**src/rtl/data_req_splitter.sv**
```systemverilog
`default_nettype none
// ============================================================================
// Module      : data_req_splitter
// Description : Bridges the core's single SRAM-like data port onto the AXI
//               bridge's split read/write request ports. Each accepted
//               request is steered to the read or write channel. Responses
//               are returned to the core strictly in issue order. A read is
//               held off while any write is still undelivered, so reads
//               always observe earlier writes.
// Revision    : 1.0 - initial release
// ----------------------------------------------------------------------------
// Parameters
//   OUTSTANDING : max accepted-but-undelivered requests (power of 2, 2..16)
//   PTR_W       : log2(OUTSTANDING)
// Ports
//   clk, resetn                   : clock, asynchronous active-low reset
//   data_req/wr/size/addr/wdata   : core request side
//   data_addr_ok                  : core request accepted this cycle
//   data_data_ok, data_rdata      : in-order completion to the core
//   rd_req/size/addr, rd_addr_ok  : read request to the bridge
//   rd_data_ok, rd_rdata          : read response from the bridge
//   wr_req/size/addr/wdata,
//   wr_addr_ok                    : write request to the bridge
//   wr_data_ok                    : write response from the bridge
//   busy                          : any request outstanding
// ============================================================================
module data_req_splitter #(
    parameter int OUTSTANDING = 4,
    parameter int PTR_W       = 2
) (
    input  logic        clk,
    input  logic        resetn,
    // core side
    input  logic        data_req,
    input  logic        data_wr,
    input  logic [1:0]  data_size,
    input  logic [31:0] data_addr,
    input  logic [31:0] data_wdata,
    output logic        data_addr_ok,
    output logic        data_data_ok,
    output logic [31:0] data_rdata,
    // bridge read channel
    output logic        rd_req,
    output logic [1:0]  rd_size,
    output logic [31:0] rd_addr,
    input  logic        rd_addr_ok,
    input  logic        rd_data_ok,
    input  logic [31:0] rd_rdata,
    // bridge write channel
    output logic        wr_req,
    output logic [1:0]  wr_size,
    output logic [31:0] wr_addr,
    output logic [31:0] wr_wdata,
    input  logic        wr_addr_ok,
    input  logic        wr_data_ok,
    // status
    output logic        busy
);

    // Counters must be able to hold the value OUTSTANDING itself.
    localparam int CNT_W = PTR_W + 1;

    localparam logic [CNT_W-1:0] c_cnt_full = CNT_W'(OUTSTANDING);
    localparam logic [CNT_W-1:0] c_cnt_one  = CNT_W'(1);
    localparam logic [CNT_W-1:0] c_cnt_zero = '0;
    localparam logic [PTR_W-1:0] c_ptr_one  = PTR_W'(1);

    // ------------------------------------------------------------------
    // State
    // ------------------------------------------------------------------
    // Order FIFO: one bit per accepted request, 1 = write.
    logic             ord_type_q [OUTSTANDING];
    logic             ord_type_d [OUTSTANDING];
    logic [PTR_W-1:0] ord_wp_q, ord_wp_d;
    logic [PTR_W-1:0] ord_rp_q, ord_rp_d;
    logic [CNT_W-1:0] ord_cnt_q, ord_cnt_d;

    // Read data FIFO: captured read responses awaiting delivery.
    logic [31:0]      rdf_mem_q [OUTSTANDING];
    logic [31:0]      rdf_mem_d [OUTSTANDING];
    logic [PTR_W-1:0] rdf_wp_q, rdf_wp_d;
    logic [PTR_W-1:0] rdf_rp_q, rdf_rp_d;
    logic [CNT_W-1:0] rdf_cnt_q, rdf_cnt_d;

    // wr_out : writes accepted but not yet delivered to the core
    // rd_iss : reads issued to the bridge whose response is not captured
    // wr_iss : writes issued to the bridge whose response is not captured
    // wr_done: write responses captured but not yet delivered
    logic [CNT_W-1:0] wr_out_q,  wr_out_d;
    logic [CNT_W-1:0] rd_iss_q,  rd_iss_d;
    logic [CNT_W-1:0] wr_iss_q,  wr_iss_d;
    logic [CNT_W-1:0] wr_done_q, wr_done_d;

    // ------------------------------------------------------------------
    // Issue, capture and delivery qualifiers
    // ------------------------------------------------------------------
    logic full;
    logic ord_ne;
    logic head_wr;
    logic acc_rd, acc_wr;
    logic cap_rd, cap_wr;
    logic dlv_rd, dlv_wr;

    // Full is judged on registered occupancy only; a delivery in the same
    // cycle does not open a slot until the next cycle.
    assign full    = (ord_cnt_q == c_cnt_full);
    assign ord_ne  = (ord_cnt_q != c_cnt_zero);
    assign head_wr = ord_type_q[ord_rp_q];

    // Requests are gated by resetn so every request output reads 0 while
    // the block is held in reset, regardless of what the core drives.
    assign rd_req = resetn & data_req & ~data_wr & ~full & (wr_out_q == c_cnt_zero);
    assign wr_req = resetn & data_req &  data_wr & ~full;

    assign acc_rd       = rd_req & rd_addr_ok;
    assign acc_wr       = wr_req & wr_addr_ok;
    assign data_addr_ok = acc_rd | acc_wr;

    // A response with nothing issued on its channel is stale (e.g. from
    // before a reset) and is discarded.
    assign cap_rd = rd_data_ok & (rd_iss_q != c_cnt_zero);
    assign cap_wr = wr_data_ok & (wr_iss_q != c_cnt_zero);

    assign dlv_rd = ord_ne & ~head_wr & (rdf_cnt_q != c_cnt_zero);
    assign dlv_wr = ord_ne &  head_wr & (wr_done_q != c_cnt_zero);

    assign data_data_ok = dlv_rd | dlv_wr;
    assign data_rdata   = dlv_rd ? rdf_mem_q[rdf_rp_q] : 32'h0;
    assign busy         = ord_ne;

    assign rd_size  = data_size;
    assign rd_addr  = data_addr;
    assign wr_size  = data_size;
    assign wr_addr  = data_addr;
    assign wr_wdata = data_wdata;

    // ------------------------------------------------------------------
    // Next-state logic
    // ------------------------------------------------------------------
    always_comb begin
        ord_type_d = ord_type_q;
        ord_wp_d   = ord_wp_q;
        ord_rp_d   = ord_rp_q;
        rdf_mem_d  = rdf_mem_q;
        rdf_wp_d   = rdf_wp_q;
        rdf_rp_d   = rdf_rp_q;

        if (data_addr_ok) begin
            ord_type_d[ord_wp_q] = acc_wr;
            ord_wp_d             = ord_wp_q + c_ptr_one;
        end
        if (data_data_ok) begin
            ord_rp_d = ord_rp_q + c_ptr_one;
        end

        if (cap_rd) begin
            rdf_mem_d[rdf_wp_q] = rd_rdata;
            rdf_wp_d            = rdf_wp_q + c_ptr_one;
        end
        if (dlv_rd) begin
            rdf_rp_d = rdf_rp_q + c_ptr_one;
        end

        // Simultaneous increment and decrement on one counter nets to zero.
        ord_cnt_d = ord_cnt_q + (data_addr_ok ? c_cnt_one : c_cnt_zero)
                              - (data_data_ok ? c_cnt_one : c_cnt_zero);
        rdf_cnt_d = rdf_cnt_q + (cap_rd ? c_cnt_one : c_cnt_zero)
                              - (dlv_rd ? c_cnt_one : c_cnt_zero);
        wr_out_d  = wr_out_q  + (acc_wr ? c_cnt_one : c_cnt_zero)
                              - (dlv_wr ? c_cnt_one : c_cnt_zero);
        rd_iss_d  = rd_iss_q  + (acc_rd ? c_cnt_one : c_cnt_zero)
                              - (cap_rd ? c_cnt_one : c_cnt_zero);
        wr_iss_d  = wr_iss_q  + (acc_wr ? c_cnt_one : c_cnt_zero)
                              - (cap_wr ? c_cnt_one : c_cnt_zero);
        wr_done_d = wr_done_q + (cap_wr ? c_cnt_one : c_cnt_zero)
                              - (dlv_wr ? c_cnt_one : c_cnt_zero);
    end

    // ------------------------------------------------------------------
    // Registers
    // ------------------------------------------------------------------
    always_ff @(posedge clk or negedge resetn) begin
        if (!resetn) begin
            for (int i = 0; i < OUTSTANDING; i++) begin
                ord_type_q[i] <= 1'b0;
                rdf_mem_q[i]  <= 32'h0;
            end
            ord_wp_q  <= '0;
            ord_rp_q  <= '0;
            ord_cnt_q <= '0;
            rdf_wp_q  <= '0;
            rdf_rp_q  <= '0;
            rdf_cnt_q <= '0;
            wr_out_q  <= '0;
            rd_iss_q  <= '0;
            wr_iss_q  <= '0;
            wr_done_q <= '0;
        end else begin
            ord_type_q <= ord_type_d;
            rdf_mem_q  <= rdf_mem_d;
            ord_wp_q   <= ord_wp_d;
            ord_rp_q   <= ord_rp_d;
            ord_cnt_q  <= ord_cnt_d;
            rdf_wp_q   <= rdf_wp_d;
            rdf_rp_q   <= rdf_rp_d;
            rdf_cnt_q  <= rdf_cnt_d;
            wr_out_q   <= wr_out_d;
            rd_iss_q   <= rd_iss_d;
            wr_iss_q   <= wr_iss_d;
            wr_done_q  <= wr_done_d;
        end
    end

endmodule
`default_nettype wire

```
**config.mk**
```make
export PLATFORM = sky130hd
export DESIGN_NAME = data_req_splitter
export DESIGN_NICKNAME = d
export VERILOG_FILES = /design/src/rtl/data_req_splitter.sv
export SDC_FILE = /design/constraint.sdc
export NUM_CORES = 1
export LEC_CHECK = 0
export ABC_CLOCK_PERIOD_IN_PS = 3200
export CORE_ASPECT_RATIO = 0.9
export CORE_MARGIN = 2
export CORE_UTILIZATION = 30
export CTS_CLUSTER_DIAMETER = 100
export CTS_CLUSTER_SIZE = 30
export DETAILED_ROUTE_END_ITERATION = 12
export PLACE_DENSITY_LB_ADDON = 0.3
export SLEW_MARGIN = 10
export SYNTH_ARGS = -nofsm -noshare
export SYNTH_HDL_FRONTEND = slang
export SYNTH_SLANG_ARGS = --single-unit
```
**constraint.sdc**
```tcl
create_clock -name clk -period 3.2 [get_ports clk]
set_clock_uncertainty 0.05 [all_clocks]
set_input_delay 0.48 -clock clk [delete_from_list [all_inputs] [get_ports clk]]
set_output_delay 0.48 -clock clk [all_outputs]
set_load 0.01 [all_outputs]
```
==> report_table.html, run 1 <==
<table>
<tr><th>Metric</th><th>Value</th></tr>
<tr><th colspan="2">Timing</th></tr>
<tr><td>Setup Viol. Count Final</td><td>0</td></tr>
<tr><td>Worst-margin pin slew</td><td>864 ps</td></tr>
<tr><td>Final Max Tran Viols</td><td>0</td></tr>
<tr><td>Post-Route Setup TNS</td><td>0 ps</td></tr>
<tr><td>Setup repair after global routing missed its margin</td><td>no</td></tr>
<tr><td>Crit path time final</td><td>2940 ps</td></tr>
<tr><td>Max_slew headroom</td><td>42.4%</td></tr>
<tr><td>Final worst-path cycle share</td><td>91.7%</td></tr>
<tr><td>Peak Freq</td><td>341 MHz</td></tr>
<tr><td>Number of hold violations in the final report</td><td>0</td></tr>
<tr><th colspan="2">Clocking</th></tr>
<tr><td>Root buffer cell</td><td>sky130_fd_sc_hd__clkbuf_16</td></tr>
<tr><td>Clock net sink count</td><td>158</td></tr>
<tr><td>Hold buffers post-CTS</td><td>0</td></tr>
<tr><td>Buffers from clock root to sink, at most</td><td>2</td></tr>
<tr><td>CTS clk-pin slew, worst paths</td><td>70 ps</td></tr>
<tr><td>Clock tree from TritonCTS</td><td>built</td></tr>
<tr><td>Num CTS Buffers</td><td>17</td></tr>
<tr><td>Clk_lat worst skew</td><td>420 ps</td></tr>
<tr><td>Clock H-tree levels</td><td>4</td></tr>
<tr><th colspan="2">Logic synthesis</th></tr>
<tr><td>Per-instance average area after synthesis</td><td>13.8 um^2</td></tr>
<tr><td>Number of different library cells in the post-synthesis netlist</td><td>27</td></tr>
<tr><td>Post-synthesis sequential area ratio</td><td>49.1%</td></tr>
<tr><td>Yosys reg bits</td><td>158</td></tr>
<tr><td>Number of nets produced by synthesis</td><td>714</td></tr>
<tr><td>Cell taking the most area after synthesis</td><td>sky130_fd_sc_hd__dfrtp_1</td></tr>
<tr><td>Async S/R FF share, synth</td><td>100%</td></tr>
<tr><td>Flip-flop cell with the highest count after synthesis</td><td>sky130_fd_sc_hd__dfrtp_1</td></tr>
<tr><td>EDFF count, synth</td><td>0</td></tr>
<tr><td>Cell area after technology mapping</td><td>8060 um^2</td></tr>
<tr><td>Biggest area contributors in the synthesized netlist</td><td>sky130_fd_sc_hd__dfrtp_1, sky130_fd_sc_hd__mux2_2, sky130_fd_sc_hd__buf_4, sky130_fd_sc_hd__mux4_2, sky130_fd_sc_hd__ha_1</td></tr>
<tr><td>Synth warn</td><td>0</td></tr>
<tr><td>Synthesized netlist cell count</td><td>582</td></tr>
<tr><td>Top cell type's share of synthesized area</td><td>49.1%</td></tr>
<tr><th colspan="2">Pwr</th></tr>
<tr><td>Switching power as a share of total power</td><td>32.9%</td></tr>
<tr><td>Switching power summed over all nets</td><td>3550 uW</td></tr>
<tr><td>Sequential fraction of design power</td><td>34.4%</td></tr>
<tr><td>Worst-case vdd ir drop</td><td>353 uV</td></tr>
<tr><td>Total power per unit cell area</td><td>1160 nW/um^2</td></tr>
<tr><td>Standby leakage power</td><td>0.00434 uW</td></tr>
<tr><td>Clock network fraction of total power</td><td>18.0%</td></tr>
<tr><td>Power Total</td><td>10800 uW</td></tr>
<tr><td>Comb pwr share</td><td>47.7%</td></tr>
<tr><td>Cell internal pwr</td><td>7240 uW</td></tr>
<tr><th colspan="2">Finish</th></tr>
<tr><td>Post-route cell area</td><td>9280 um^2</td></tr>
<tr><td>Utilization of the core after routing</td><td>35.4%</td></tr>
<tr><td>Fraction of layout cells with a size suffix above 1</td><td>37.0%</td></tr>
<tr><td>Nets@finish</td><td>697</td></tr>
<tr><td>Post-synthesis to final-layout area growth</td><td>15.2%</td></tr>
<tr><td>Diode count</td><td>0</td></tr>
<tr><th colspan="2">Global routing</th></tr>
<tr><td>Gr usage total</td><td>13.5%</td></tr>
<tr><td>Aggregate global routing overflow</td><td>0</td></tr>
<tr><td>GRT met1 Usage</td><td>15.0%</td></tr>
<tr><td>Most heavily used metal layer in global routing</td><td>met2</td></tr>
<tr><td>Vias in the first global route</td><td>4866</td></tr>
<tr><td>Antenna violations before repair</td><td>0</td></tr>
<tr><td>Met3 usage</td><td>3.34%</td></tr>
<tr><td>M2 GR Usage</td><td>23.6%</td></tr>
<tr><td>First-pass GRT wire length</td><td>28600 um</td></tr>
<tr><td>Largest net degree at the start of global routing</td><td>159</td></tr>
<tr><th colspan="2">Die</th></tr>
<tr><td>Ports placed on the boundary</td><td>243</td></tr>
<tr><td>Horizontal die dimension</td><td>177 um</td></tr>
<tr><td>Total die area</td><td>28200 um^2</td></tr>
<tr><td>Chip Height</td><td>159 um</td></tr>
<tr><td>Cell Rows</td><td>56</td></tr>
<tr><td>Core area</td><td>26200 um^2</td></tr>
<tr><td>Initial core utilization</td><td>30.7%</td></tr>
<tr><th colspan="2">Critical path</th></tr>
<tr><td>Length in cells of the worst reg-to-reg path</td><td>10</td></tr>
<tr><td>Critical Path RT</td><td>2670 ps</td></tr>
<tr><td>Launch point of the critical path</td><td>ord_rp_q[0]</td></tr>
<tr><td>Startpoint type of the worst setup path</td><td>register</td></tr>
<tr><td>R2R Path End</td><td>ord_cnt_q[2]</td></tr>
<tr><td>Worst setup path endpoint</td><td>data_data_ok</td></tr>
<tr><td>Type of destination of the critical path</td><td>primary output</td></tr>
<tr><td>Reg-to-reg startpoint</td><td>ord_rp_q[0]</td></tr>
<tr><td>Top fanout value on the critical path</td><td>4</td></tr>
<tr><td>Worst Path Arrival</td><td>2410 ps</td></tr>
<tr><td>Setup slack on the worst flop-to-flop path</td><td>400 ps</td></tr>
<tr><td>Kind of critical path</td><td>reg -&gt; out</td></tr>
<tr><th colspan="2">Route</th></tr>
<tr><td>Final routed wire length divided by cell count</td><td>20.3 um</td></tr>
<tr><td>Post-route ant nets</td><td>0</td></tr>
<tr><td>Total via count in the routed design</td><td>4291</td></tr>
<tr><td>Number of search-and-repair iterations in the first detailed-routing pass</td><td>4</td></tr>
<tr><td>Count of unresolved DRC violations after routing</td><td>0</td></tr>
<tr><td>Routed vias/inst</td><td>4.63</td></tr>
<tr><td>Final Routed Wirelength</td><td>18800 um</td></tr>
<tr><td>Initial DRC Count</td><td>133</td></tr>
<tr><th colspan="2">Status</th></tr>
<tr><td>Result of the run</td><td>complete, no violations</td></tr>
<tr><th colspan="2">Min path</th></tr>
<tr><td>Min-Delay Path Class</td><td>in -&gt; async</td></tr>
<tr><th colspan="2">Placement</th></tr>
<tr><td>Count of buffers inserted at the top-level ports</td><td>76</td></tr>
<tr><td>Detail Placement HPWL</td><td>12400 um</td></tr>
<tr><td>Final Wtd Congestion</td><td>0.738</td></tr>
<tr><td>Placed instance area</td><td>8590 um^2</td></tr>
<tr><th colspan="2">Flow run</th></tr>
<tr><td>Max capacitance violation total</td><td>0</td></tr>
</table>
[logic make-up after synthesis]
| family | Yosys count | synth area share, % |
|---|---|---|
| flip-flops | 158 | 49.1 |
| AND/OR/NAND/NOR | 54 | 4.07 |
| XOR/XNOR | 18 | 1.96 |
| buffers and inverters | 154 | 12.2 |
| multiplexers | 161 | 27.1 |
| AO/OA/AOI/OAI | 11 | 1.01 |
| adder cells (fa/ha/maj) | 26 | 4.60 |
[critical path, cell delays in order, from the launching register on]
cell                              delay [ps]
sky130_fd_sc_hd__dfrtp_1                 390
sky130_fd_sc_hd__mux4_2                  560
sky130_fd_sc_hd__o311a_1                 210
sky130_fd_sc_hd__or2_2                   330
sky130_fd_sc_hd__clkdlybuf4s50_1         500
[timing repair]
item | 4_1_cts | 5_1_grt
resized for setup | 1 | 32
pin swaps | 0 | 1
hold endpoints to repair | 0 | 0
buffers inserted | 0 | 1
endpoints found under the setup margin | 1 | 29
gates cloned | 0 | 1
[cells in the final DEF (no fill, tap or decap), types with 15 or more instances in the layout]
cell type                         count
sky130_fd_sc_hd__dfrtp_1            156
sky130_fd_sc_hd__and2_1              32
sky130_fd_sc_hd__dlymetal6s2s_1      32
sky130_fd_sc_hd__clkbuf_16           18
sky130_fd_sc_hd__mux2_2             128
sky130_fd_sc_hd__xnor2_1             15
sky130_fd_sc_hd__mux4_2              33
sky130_fd_sc_hd__clkdlybuf4s50_1     43
sky130_fd_sc_hd__ha_1                20
sky130_fd_sc_hd__inv_1               28
[synth_stat cells, types with 2 or more instances]
cell / count
sky130_fd_sc_hd__a22o_1: 4
sky130_fd_sc_hd__and2_1: 33
sky130_fd_sc_hd__and3_1: 2
sky130_fd_sc_hd__and4_1: 2
sky130_fd_sc_hd__buf_2: 17
sky130_fd_sc_hd__buf_4: 101
sky130_fd_sc_hd__clkbuf_1: 6
sky130_fd_sc_hd__clkbuf_2: 2
sky130_fd_sc_hd__dfrtp_1: 158
sky130_fd_sc_hd__fa_1: 6
sky130_fd_sc_hd__ha_1: 20
sky130_fd_sc_hd__inv_1: 28
sky130_fd_sc_hd__mux2_2: 128
sky130_fd_sc_hd__mux4_2: 33
sky130_fd_sc_hd__nand2_1: 10
sky130_fd_sc_hd__nor3_1: 2
sky130_fd_sc_hd__o21ai_0: 4
sky130_fd_sc_hd__xnor2_1: 15
sky130_fd_sc_hd__xor2_1: 3
[worst min path at each step]
stage | from | end | slack (ps)
after CTS | resetn | rdf_mem_q[92] | 240
after global routing | resetn | rdf_mem_q[23] | 250
final | resetn | rdf_mem_q[124] | 180
after detailed placement | rdf_cnt_q[2] | rdf_cnt_q[2] | 420
after floorplan | resetn | ord_cnt_q[0] | 130
after global placement | rdf_cnt_q[2] | rdf_cnt_q[2] | 410
[state kept, by name (all words and copies together), names as in the netlist]
name / cells
wr_done_q: 3
ord_type_q: 4
rdf_cnt_q: 3
ord_wp_q: 2
ord_rp_q: 2
wr_iss_q: 3
ord_cnt_q: 3
wr_out_q: 3
rd_iss_q: 3
rdf_wp_q: 2
rdf_rp_q: 2
rdf_mem_q: 128
[power by group through the flow]
stage	registers (uW)	clock network [uW]	logic [uW]
floorplan	3450	0	3540
global placement	3630	0	5030
detailed placement	3740	0	5190
CTS	3710	2000	5220
global route	3840	2100	5660
finish	3710	1940	5140
[final cells by class]
type | count | area [um^2]
flip-flops and latches | 158 | 3960
clock buffers | 21 | 450
fillers | 2528 | 16900
clock inverters | 11 | 111
multi-input cells | 270 | 3130
well taps | 348 | 435
inverters | 28 | 105
repair buffers | 90 | 1090
[routing by layer]
layer  share of wire, %  wire length (um)
met1                 40              7580
met2                 50              9440
met3                4.7               883
met4                4.6               862
met5                  0                 0
[per-stage QoR]
stage	setup slack (ps)	instances	hold WS (ps)
after floorplan	490	582	134
after global placement	279	892	413
after detailed placement	175	892	417
after CTS	19.1	924	242
after global routing	152	926	253
final	265	926	181
Power figures use the tool's default switching activity.
==> inputs of run 2 (changes only) <==
Settings changed: CORE_UTILIZATION 30 to 48.
==> report_table.html, run 2 (same netlist as run 1, synthesis figures left out) <==
<table>
<tr><th>Metric</th><th>Value</th></tr>
<tr><th colspan="2">Clocking</th></tr>
<tr><td>Number of buffers added for setup after CTS</td><td>0</td></tr>
<tr><td>Clock tree from TritonCTS</td><td>built</td></tr>
<tr><td>CTS clk-pin slew, worst paths</td><td>60 ps</td></tr>
<tr><td>Clk_lat worst skew</td><td>420 ps</td></tr>
<tr><td>Buffers from clock root to sink, at most</td><td>2</td></tr>
<tr><td>Clock net sink count</td><td>158</td></tr>
<tr><td>Num CTS Buffers</td><td>17</td></tr>
<tr><td>Hold buffers post-CTS</td><td>0</td></tr>
<tr><td>Root buffer cell</td><td>sky130_fd_sc_hd__clkbuf_16</td></tr>
<tr><td>Clock H-tree levels</td><td>4</td></tr>
<tr><th colspan="2">Finish</th></tr>
<tr><td>Post-synthesis to final-layout area growth</td><td>10.9%</td></tr>
<tr><td>Max FFs per register</td><td>128</td></tr>
<tr><td>Utilization of the core after routing</td><td>54.8%</td></tr>
<tr><td>Most frequent cells in the layout</td><td>sky130_fd_sc_hd__dfrtp_1, sky130_fd_sc_hd__mux2_2, sky130_fd_sc_hd__clkdlybuf4s50_1, sky130_fd_sc_hd__mux4_2, sky130_fd_sc_hd__and2_1</td></tr>
<tr><td>Filler instances</td><td>1337</td></tr>
<tr><td>Largest reg by FF count</td><td>rdf_mem_q</td></tr>
<tr><td>Largest registers ranked by flip-flop count</td><td>rdf_mem_q (128), ord_type_q (4)</td></tr>
<tr><td>Footprint of the multi-input gates</td><td>3130 um^2</td></tr>
<tr><td>Diode count</td><td>0</td></tr>
<tr><td>Fraction of layout cells with a size suffix above 1</td><td>37.0%</td></tr>
<tr><td>Commonest non-fill, non-tap cell in the layout</td><td>sky130_fd_sc_hd__dfrtp_1</td></tr>
<tr><td>Nets@finish</td><td>695</td></tr>
<tr><td>Sequential cell area</td><td>3960 um^2</td></tr>
<tr><th colspan="2">Pwr</th></tr>
<tr><td>Comb pwr share</td><td>46.9%</td></tr>
<tr><td>Total power per unit cell area</td><td>1170 nW/um^2</td></tr>
<tr><td>Sequential fraction of design power</td><td>35.2%</td></tr>
<tr><td>Cell internal pwr</td><td>7130 uW</td></tr>
<tr><td>Clock network fraction of total power</td><td>18.0%</td></tr>
<tr><td>Standby leakage power</td><td>0.00396 uW</td></tr>
<tr><td>Switching power summed over all nets</td><td>3350 uW</td></tr>
<tr><td>Worst-case vdd ir drop</td><td>603 uV</td></tr>
<tr><td>Switching power as a share of total power</td><td>32.0%</td></tr>
<tr><th colspan="2">Timing</th></tr>
<tr><td>Setup Viol. Count Final</td><td>0</td></tr>
<tr><td>Max_slew headroom</td><td>43.9%</td></tr>
<tr><td>Number of hold violations in the final report</td><td>0</td></tr>
<tr><td>Final hold slack</td><td>154 ps</td></tr>
<tr><td>Final Max Tran Viols</td><td>0</td></tr>
<tr><td>Peak Freq</td><td>321 MHz</td></tr>
<tr><td>Setup repair after global routing missed its margin</td><td>yes</td></tr>
<tr><td>Crit path setup slack, layout</td><td>80.5 ps</td></tr>
<tr><td>Crit path time final</td><td>3120 ps</td></tr>
<tr><td>Final worst-path cycle share</td><td>97.5%</td></tr>
<tr><td>Worst-margin pin slew</td><td>842 ps</td></tr>
<tr><th colspan="2">Placement</th></tr>
<tr><td>Worst setup slack after placement</td><td>260 ps</td></tr>
<tr><td>Count of buffers inserted at the top-level ports</td><td>76</td></tr>
<tr><td>Detail Placement HPWL</td><td>10200 um</td></tr>
<tr><td>Final Wtd Congestion</td><td>0.723</td></tr>
<tr><th colspan="2">Global routing</th></tr>
<tr><td>Largest net degree at the start of global routing</td><td>159</td></tr>
<tr><td>Antenna violations before repair</td><td>0</td></tr>
<tr><td>First-pass GRT wire length</td><td>25000 um</td></tr>
<tr><td>Gr usage total</td><td>18.5%</td></tr>
<tr><td>Aggregate global routing overflow</td><td>0</td></tr>
<tr><td>Vias in the first global route</td><td>4629</td></tr>
<tr><th colspan="2">Flow run</th></tr>
<tr><td>Max capacitance violation total</td><td>0</td></tr>
<tr><th colspan="2">Route</th></tr>
<tr><td>Number of search-and-repair iterations in the first detailed-routing pass</td><td>4</td></tr>
<tr><td>Post-route ant nets</td><td>0</td></tr>
<tr><td>Final Routed Wirelength</td><td>15600 um</td></tr>
<tr><td>Count of unresolved DRC violations after routing</td><td>0</td></tr>
<tr><td>Total via count in the routed design</td><td>4204</td></tr>
<tr><td>Final routed wire length divided by cell count</td><td>20.0 um</td></tr>
<tr><td>Initial DRC Count</td><td>256</td></tr>
<tr><td>Routed vias/inst</td><td>5.38</td></tr>
<tr><th colspan="2">Critical path</th></tr>
<tr><td>Kind of critical path</td><td>reg -&gt; out</td></tr>
<tr><td>Critical Path RT</td><td>2670 ps</td></tr>
<tr><td>Max incr delay on CP</td><td>570 ps</td></tr>
<tr><td>Type of destination of the critical path</td><td>primary output</td></tr>
<tr><td>Cell-by-cell listing of the critical path</td><td>mux4_2, nor3_4, buf_6, and2_1, clkdlybuf4s50_1</td></tr>
<tr><td>Worst path slowest cell</td><td>sky130_fd_sc_hd__mux4_2</td></tr>
<tr><td>Worst Path Arrival</td><td>2590 ps</td></tr>
<tr><td>Top fanout value on the critical path</td><td>16</td></tr>
<tr><td>Startpoint type of the worst setup path</td><td>register</td></tr>
<tr><th colspan="2">Die</th></tr>
<tr><td>Core area</td><td>16300 um^2</td></tr>
<tr><td>Initial core utilization</td><td>49.4%</td></tr>
<tr><td>Total die area</td><td>17800 um^2</td></tr>
<tr><td>Horizontal die dimension</td><td>141 um</td></tr>
<tr><td>Chip Height</td><td>127 um</td></tr>
<tr><td>Ports placed on the boundary</td><td>243</td></tr>
<tr><td>Cell Rows</td><td>44</td></tr>
<tr><th colspan="2">Status</th></tr>
<tr><td>Result of the run</td><td>complete, no violations</td></tr>
<tr><th colspan="2">Min path</th></tr>
<tr><td>Min-Delay Path Class</td><td>in -&gt; async</td></tr>
</table>
-- run 2: per-stage QoR --
| stage | cells | total power (uW) | area (um^2) | TNS (ps) |
|---|---|---|---|---|
| floorplan | 582 | 6980 | 8060 | 0 |
| global placement | 751 | 8440 | 8340 | 0 |
| global route | 782 | 11200 | 8930 | -247 |
| finish | 782 | 10500 | 8930 | 0 |
| detailed placement | 751 | 8700 | 8340 | 0 |
| CTS | 782 | 10600 | 8890 | -285 |
-- run 2: path summary, 6_finish.rpt --
path / startpoint / endpoint / slack [ps] / depth (start not counted)
max: ord_rp_q[0] / data_rdata[12] / 80 / 5
min: resetn / rdf_mem_q[25] / 150 / 2
max reg2reg: ord_rp_q[0] / ord_cnt_q[2] / 340 / 10
min reg2reg: rdf_cnt_q[2] / rdf_cnt_q[2] / 440 / 1
max in group asynchronous: resetn / rdf_rp_q[0] / 2270 / 2
min in group clk: rdf_cnt_q[2] / rdf_cnt_q[2] / 440 / 1
-- run 2: per-layer routing --
metal / GRT usage [%] / wire length, um
met1: 22.6 / 6460
met2: 31.0 / 7930
met3: 5.62 / 902
met4: 7.24 / 335
met5: 0 / 0
-- run 2: power by group through the flow --
| stage | sequential, uW | combinational, uW | clock, uW |
|---|---|---|---|
| after CTS | 3690 | 4990 | 1920 |
| after floorplan | 3450 | 3540 | 0 |
| after global routing | 3810 | 5370 | 2010 |
| after detailed placement | 3700 | 5000 | 0 |
| final | 3680 | 4910 | 1880 |
| after global placement | 3620 | 4820 | 0 |
-- run 2: worst max-delay path: cells and delay by family (launching register included) --
family | cells | cell delay [ps]
muxes | 1 | 570
DFF | 1 | 400
buffers and inverters | 2 | 750
and+or+nand+nor | 2 | 440
-- run 2: area by class of cell --
class / count / area share, %
clock inverter: 12 / 1.08
timing repair buffer: 88 / 10.4
inverter: 28 / 1.18
multi-input combinational: 270 / 35.1
tap: 207 / 2.90
sequential: 158 / 44.3
clock buffer: 19 / 5.07
-- run 2: repair_timing --
item,4_1_cts,5_1_grt
resized for setup,0,14
endpoints found under the setup margin,17,32
pin swaps,0,1
